==> config.mk <==
export PLATFORM = sky130hd
export DESIGN_NAME = alu_result_stage
export DESIGN_NICKNAME = d
export VERILOG_FILES = /design/src/rtl/alu_pkg.sv /design/src/rtl/alu_skid_fifo2.sv /design/src/rtl/alu_result_stage.sv
export SDC_FILE = /design/constraint.sdc
export NUM_CORES = 1
export LEC_CHECK = 0
export CELL_PAD_IN_SITES_DETAIL_PLACEMENT = 1
export CELL_PAD_IN_SITES_GLOBAL_PLACEMENT = 1
export CORE_AREA = 2 2 107 109
export CTS_CLUSTER_SIZE = 20
export DETAILED_ROUTE_END_ITERATION = 12
export DIE_AREA = 0 0 109 111
export GPL_TIMING_DRIVEN = 0
export PLACE_DENSITY = 0.92
export SLEW_MARGIN = 30
export SYNTH_ARGS = -nofsm -noshare
export SYNTH_HDL_FRONTEND = slang
export SYNTH_SLANG_ARGS = --single-unit
export TNS_END_PERCENT = 100
==> constraint.sdc <==
create_clock -name clk -period 3.51 [get_ports clk]
set_clock_uncertainty 0.05 [all_clocks]
set_input_delay 0.351 -clock clk [delete_from_list [all_inputs] [get_ports clk]]
set_output_delay 0.351 -clock clk [all_outputs]
set_load 0.03 [all_outputs]
==> src/rtl/alu_pkg.sv <==
// Shared ALU result-path types and constants.
// Widths, opcodes and the buffered entry record.
package alu_pkg;

  localparam int DATA_W = 32;
  localparam int DEST_W = 5;

  localparam logic [3:0] ALU_ADD  = 4'h0;
  localparam logic [3:0] ALU_SUB  = 4'h1;
  localparam logic [3:0] ALU_AND  = 4'h2;
  localparam logic [3:0] ALU_OR   = 4'h3;
  localparam logic [3:0] ALU_XOR  = 4'h4;
  localparam logic [3:0] ALU_SLL  = 4'h5;
  localparam logic [3:0] ALU_SRL  = 4'h6;
  localparam logic [3:0] ALU_SRA  = 4'h7;
  localparam logic [3:0] ALU_SLT  = 4'h8;
  localparam logic [3:0] ALU_SLTU = 4'h9;

  typedef struct packed {
    logic [DATA_W-1:0] result;
    logic [3:0]        opcode;
    logic [DEST_W-1:0] dest;
    logic              zero;
    logic              neg;
  } entry_t;

  localparam int ENTRY_W = $bits(entry_t);

endpackage

==> src/rtl/alu_skid_fifo2.sv <==
// Two-entry in-order buffer with valid/ready on both sides.
// Head data comes straight from storage registers.
module alu_skid_fifo2 #(
  parameter int W = 8
) (
  input  logic         clk,
  input  logic         rst_n,
  input  logic         flush,
  input  logic         in_valid,
  output logic         in_ready,
  input  logic [W-1:0] in_data,
  output logic         out_valid,
  input  logic         out_ready,
  output logic [W-1:0] out_data
);

  logic [W-1:0] mem [2];
  logic [1:0]   count;
  logic         wr_ptr;
  logic         rd_ptr;
  logic         push;
  logic         pop;

  assign in_ready  = (count != 2'd2) && !flush;
  assign out_valid = (count != 2'd0);
  assign push      = in_valid && in_ready;
  assign pop       = out_valid && out_ready;
  assign out_data  = mem[rd_ptr];

  always_ff @(posedge clk or negedge rst_n) begin
    if (!rst_n) begin
      count  <= 2'd0;
      wr_ptr <= 1'b0;
      rd_ptr <= 1'b0;
      mem[0] <= '0;
      mem[1] <= '0;
    end else if (flush) begin
      count  <= 2'd0;
      wr_ptr <= 1'b0;
      rd_ptr <= 1'b0;
    end else begin
      if (push) begin
        mem[wr_ptr] <= in_data;
        wr_ptr      <= ~wr_ptr;
      end
      if (pop) rd_ptr <= ~rd_ptr;
      unique case ({push, pop})
        2'b10:   count <= count + 2'd1;
        2'b01:   count <= count - 2'd1;
        default: count <= count;
      endcase
    end
  end

endmodule

==> src/rtl/alu_result_stage.sv <==
// ALU result buffer stage: tags results with zero/neg,
// buffers two entries, retires flags and a saturating count.
module alu_result_stage #(
  parameter int DATA_W = alu_pkg::DATA_W,
  parameter int DEST_W = alu_pkg::DEST_W
) (
  input  logic              clk,
  input  logic              rst_n,
  input  logic              in_valid,
  output logic              in_ready,
  input  logic [DATA_W-1:0] in_result,
  input  logic [3:0]        in_opcode,
  input  logic [DEST_W-1:0] in_dest,
  input  logic              flush,
  output logic              out_valid,
  input  logic              out_ready,
  output logic [DATA_W-1:0] out_result,
  output logic [3:0]        out_opcode,
  output logic [DEST_W-1:0] out_dest,
  output logic              out_zero,
  output logic              out_neg,
  output logic              flag_zero,
  output logic              flag_neg,
  output logic [15:0]       retire_cnt
);

  localparam int EW = DATA_W + 4 + DEST_W + 2;

  logic [EW-1:0] push_data;
  logic [EW-1:0] head;
  logic          pop;

  assign push_data = {in_result, in_opcode, in_dest,
                      (in_result == '0), in_result[DATA_W-1]};

  assign {out_result, out_opcode, out_dest,
          out_zero, out_neg} = head;

  assign pop = out_valid && out_ready;

  alu_skid_fifo2 #(.W(EW)) u_fifo (
    .clk       (clk),
    .rst_n     (rst_n),
    .flush     (flush),
    .in_valid  (in_valid),
    .in_ready  (in_ready),
    .in_data   (push_data),
    .out_valid (out_valid),
    .out_ready (out_ready),
    .out_data  (head)
  );

  // A pop in a flush cycle still retires.
  always_ff @(posedge clk or negedge rst_n) begin
    if (!rst_n) begin
      flag_zero  <= 1'b0;
      flag_neg   <= 1'b0;
      retire_cnt <= 16'd0;
    end else if (pop) begin
      flag_zero <= out_zero;
      flag_neg  <= out_neg;
      if (retire_cnt != 16'hFFFF)
        retire_cnt <= retire_cnt + 16'd1;
    end
  end

endmodule

==> impl_metrics.toml <==
[status]
status = "completed"

[finish]
layout_commonest_cell = "mux2_2"
layout_common_cells = "129 x mux2_2, 106 x dfrtp_1, 106 x clkdlybuf4s50_1"
final_layout_size_suffix_gt1_frac = 0.359
fillers = 1104
nets = 504
antenna_cells = 0
stdcell_area_um2 = 6340
area.growth.synth_to_final_pct = 33.5

[detailed_routing]
wl_per_cell_um = 18.5
vias = 3204
wirelength_um = 11200
viasPerCell = 5.30
dr.pass1.iters = 3
drt-initial-drc-count = 85
antenna_left = 0
drc = 0

[sta]
max_freq_mhz = 336
worst_slack_ns = 0.533
slew-limit-headroom = 0.556
rsz0062_at_grt = "false"
fin_crit_sh = 0.848
hold_violations = 0
fin_crit_ns = 2.98
finalSetupViolations = 0
report.final.slew_viol_count = 0
worst_pin_slew_ns = 0.659

[setup_path]
path_max_fanout = 10
critPathLaunchType = "flop"
worstSetupEndpointType = "output port"
critPathKind = "reg2out"
cp.arrival_ns = 2.58
rr_startpoint = "retire_cnt[0]$_DFFE_PN0P_"
worstPathRequired_ns = 3.11
r2r_slack_ns = 1.31
rr_endpoint = "retire_cnt[9]$_DFFE_PN0P_"
rr_worst_depth = 6

[placement]
postPlaceCellArea_um2 = 6030
dp_hpwl_um = 8020
gp_congestion = 0.773
dp_slack_ns = 0.877
portBuffers = 107

[synth]
synth_seq_area_share = 0.558
synthXorXnorAreaFrac = 0.0277
synth_top_family_by_area = "multiplexers"
synth-simple-area-share = 0.0746
synthMuxAreaShare = 0.306
syn-num-nets = 384
syn_avg_cell_area_um2 = 14.1
yosys_warnings = 0
synth-seq-cells = 106
yosys.area_share.adder = 0.00263
yosysUniqueCellTypes = 32
syn_inst = 337
synth_compound_area_frac = 0.0124
netlist_area_um2 = 4750

[clock_tree]
numCtsBuffers = 9
cts.sinks = 106
root_buffer = "clkbuf_16"
insertion_delay_ns = 0.34
postCtsSetupRepairBufs = 0
cts_max_level = 3
cts.clk_slew.worst_paths_ns = 0.07
cts.path.max_buffers = 2
cts_tree = "yes"

[global_route]
met1_usage = 0.247
grt.met3_usage = 0.0359
grt_pass1_wl_um = 18400
busiest_layer = "met2"
grt_use_total = 0.196
grt_max_degree = 65
grt_pass1_vias = 3590
use_met2 = 0.337
grt.overflow.total = 0
grt_antenna_before_repair = 0

[floorplan]
design.die.area_um2 = 12100
start_util = 0.429
fp.coreArea_um2 = 11100
die_h_um = 111
die_w_um = 109
ios = 109
rows = 39

[power]
irDropWorstVdd_mv = 0.302
leakage_nw = 2.63
power_per_cell_area_nw_per_um2 = 645

[hold_path]
hp-class = "in2async"

[flow_run]
drv_cap = 0
[cells in the mapped netlist]
library cell / n / share of area
mux2_2: 129 / 0.31
dfrtp_1: 106 / 0.56
xor2_1: 14 / 0.026
nor4_1: 12 / 0.016
buf_2: 10 / 0.011
nor2_1: 8 / 0.0063
nand4_1: 7 / 0.0092
clkbuf_1: 6 / 0.0047
nand3_1: 6 / 0.0063
nand2_1: 5 / 0.0040
nor3_1: 5 / 0.0053
a21oi_1: 3 / 0.0032
nor4_2: 3 / 0.0079
inv_1: 2 / 0.0016
nor2b_1: 2 / 0.0026
o21ai_0: 2 / 0.0021
or2_2: 2 / 0.0026
a211oi_1: 1 / 0.0016
a22oi_1: 1 / 0.0016
a31oi_1: 1 / 0.0013
and4b_1: 1 / 0.0021
buf_4: 1 / 0.0016
ha_1: 1 / 0.0026
nand2b_1: 1 / 0.0013
nand3_2: 1 / 0.0021
nor3b_1: 1 / 0.0016
nor4b_1: 1 / 0.0018
nor4b_2: 1 / 0.0032
o21a_1: 1 / 0.0016
o21ai_1: 1 / 0.0011
or4_4: 1 / 0.0024
xnor2_1: 1 / 0.0018
[area by class of cell]
| cell class | instances | area, µm² | share of cell area |
|---|---|---|---|
| buffer | 17 | 80.1 | 0.0126 |
| clock buffer | 9 | 225 | 0.0355 |
| clock inverter | 7 | 78.8 | 0.0124 |
| inverter | 2 | 7.51 | 0.00118 |
| multi-input combinational | 212 | 2010 | 0.317 |
| sequential | 106 | 2650 | 0.418 |
| tap | 143 | 179 | 0.0282 |
| timing repair buffer | 109 | 1110 | 0.175 |
[flip-flops by register name (all words and copies together) (netlist names)]
signal and cells:
u_fifo.count 2, u_fifo.wr_ptr 1, u_fifo.mem 84, retire_cnt 16
u_fifo.rd_ptr 1, flag_neg 1, flag_zero 1
[how the worst max path moves through the flow]
stage                                         start                    endpoint  slack (ns)  cells past startpoint
after global placement                        rst_n  u_fifo.mem[38]$_DFFE_PN0P_       -1.79                      1
after floorplan           retire_cnt[0]$_DFFE_PN0P_   retire_cnt[9]$_DFFE_PN0P_        1.48                      6
after detailed placement  u_fifo.rd_ptr$_DFFE_PN0P_              out_result[20]        0.88                      4
after global routing      u_fifo.rd_ptr$_DFFE_PN0P_               out_result[6]        0.39                      4
final                     u_fifo.rd_ptr$_DFFE_PN0P_                 out_dest[2]        0.53                      4
after CTS                 u_fifo.rd_ptr$_DFFE_PN0P_              out_result[20]        0.51                      4
[timing repair]
action                                 4_1_cts  5_1_grt
setup endpoints to repair                    0        0
gates resized for setup                      0        0
endpoints found under the hold margin       42        0
hold buffers                                 1        0
[logic make-up (layout without fill, tap and decap cells)]
| group | Yosys count | count (layout) |
|---|---|---|
| simple gates | 57 | 57 |
| fa+ha+maj | 1 | 1 |
| buf+inv | 19 | 144 |
| mux | 129 | 129 |
| flops | 106 | 106 |
| compound gates | 10 | 10 |
| xor+xnor | 15 | 15 |
[through the flow]
step / instances / utilization / hold WS (ns) / setup TNS (ns) / power, mW
after floorplan: 337 / - / 0.00541 / 0 / 2.54
final: 605 / 0.573 / 0.443 / 0 / 4.09
after global routing: 605 / 0.573 / 0.465 / 0 / 4.30
after global placement: 587 / 0.542 / 0.431 / -189.47 / 3.02
after detailed placement: 588 / 0.544 / 0.251 / 0 / 3.10
after CTS: 605 / 0.573 / 0.440 / 0 / 4.14
[power breakdown]
part	internal, mW	switching (mW)
Sequential	1.53	0.185
Combinational	0.691	0.663
Clock	0.559	0.467
Total	2.78	1.31
[critical path: stages (launching register included)]
cell and delay, ns:
dfrtp_1 0.33, clkbuf_1 0.31, clkbuf_1 0.56, mux2_2 0.43, clkdlybuf4s50_1 0.60
[metal layers]
metal,share of wire,up-vias,wire length (µm)
met5,0,-,0
met4,0.016,0,175
met3,0.037,17,410
met2,0.54,70,5990
met1,0.41,1654,4590
li1,-,1463,-
Power figures use the tool's default switching activity.
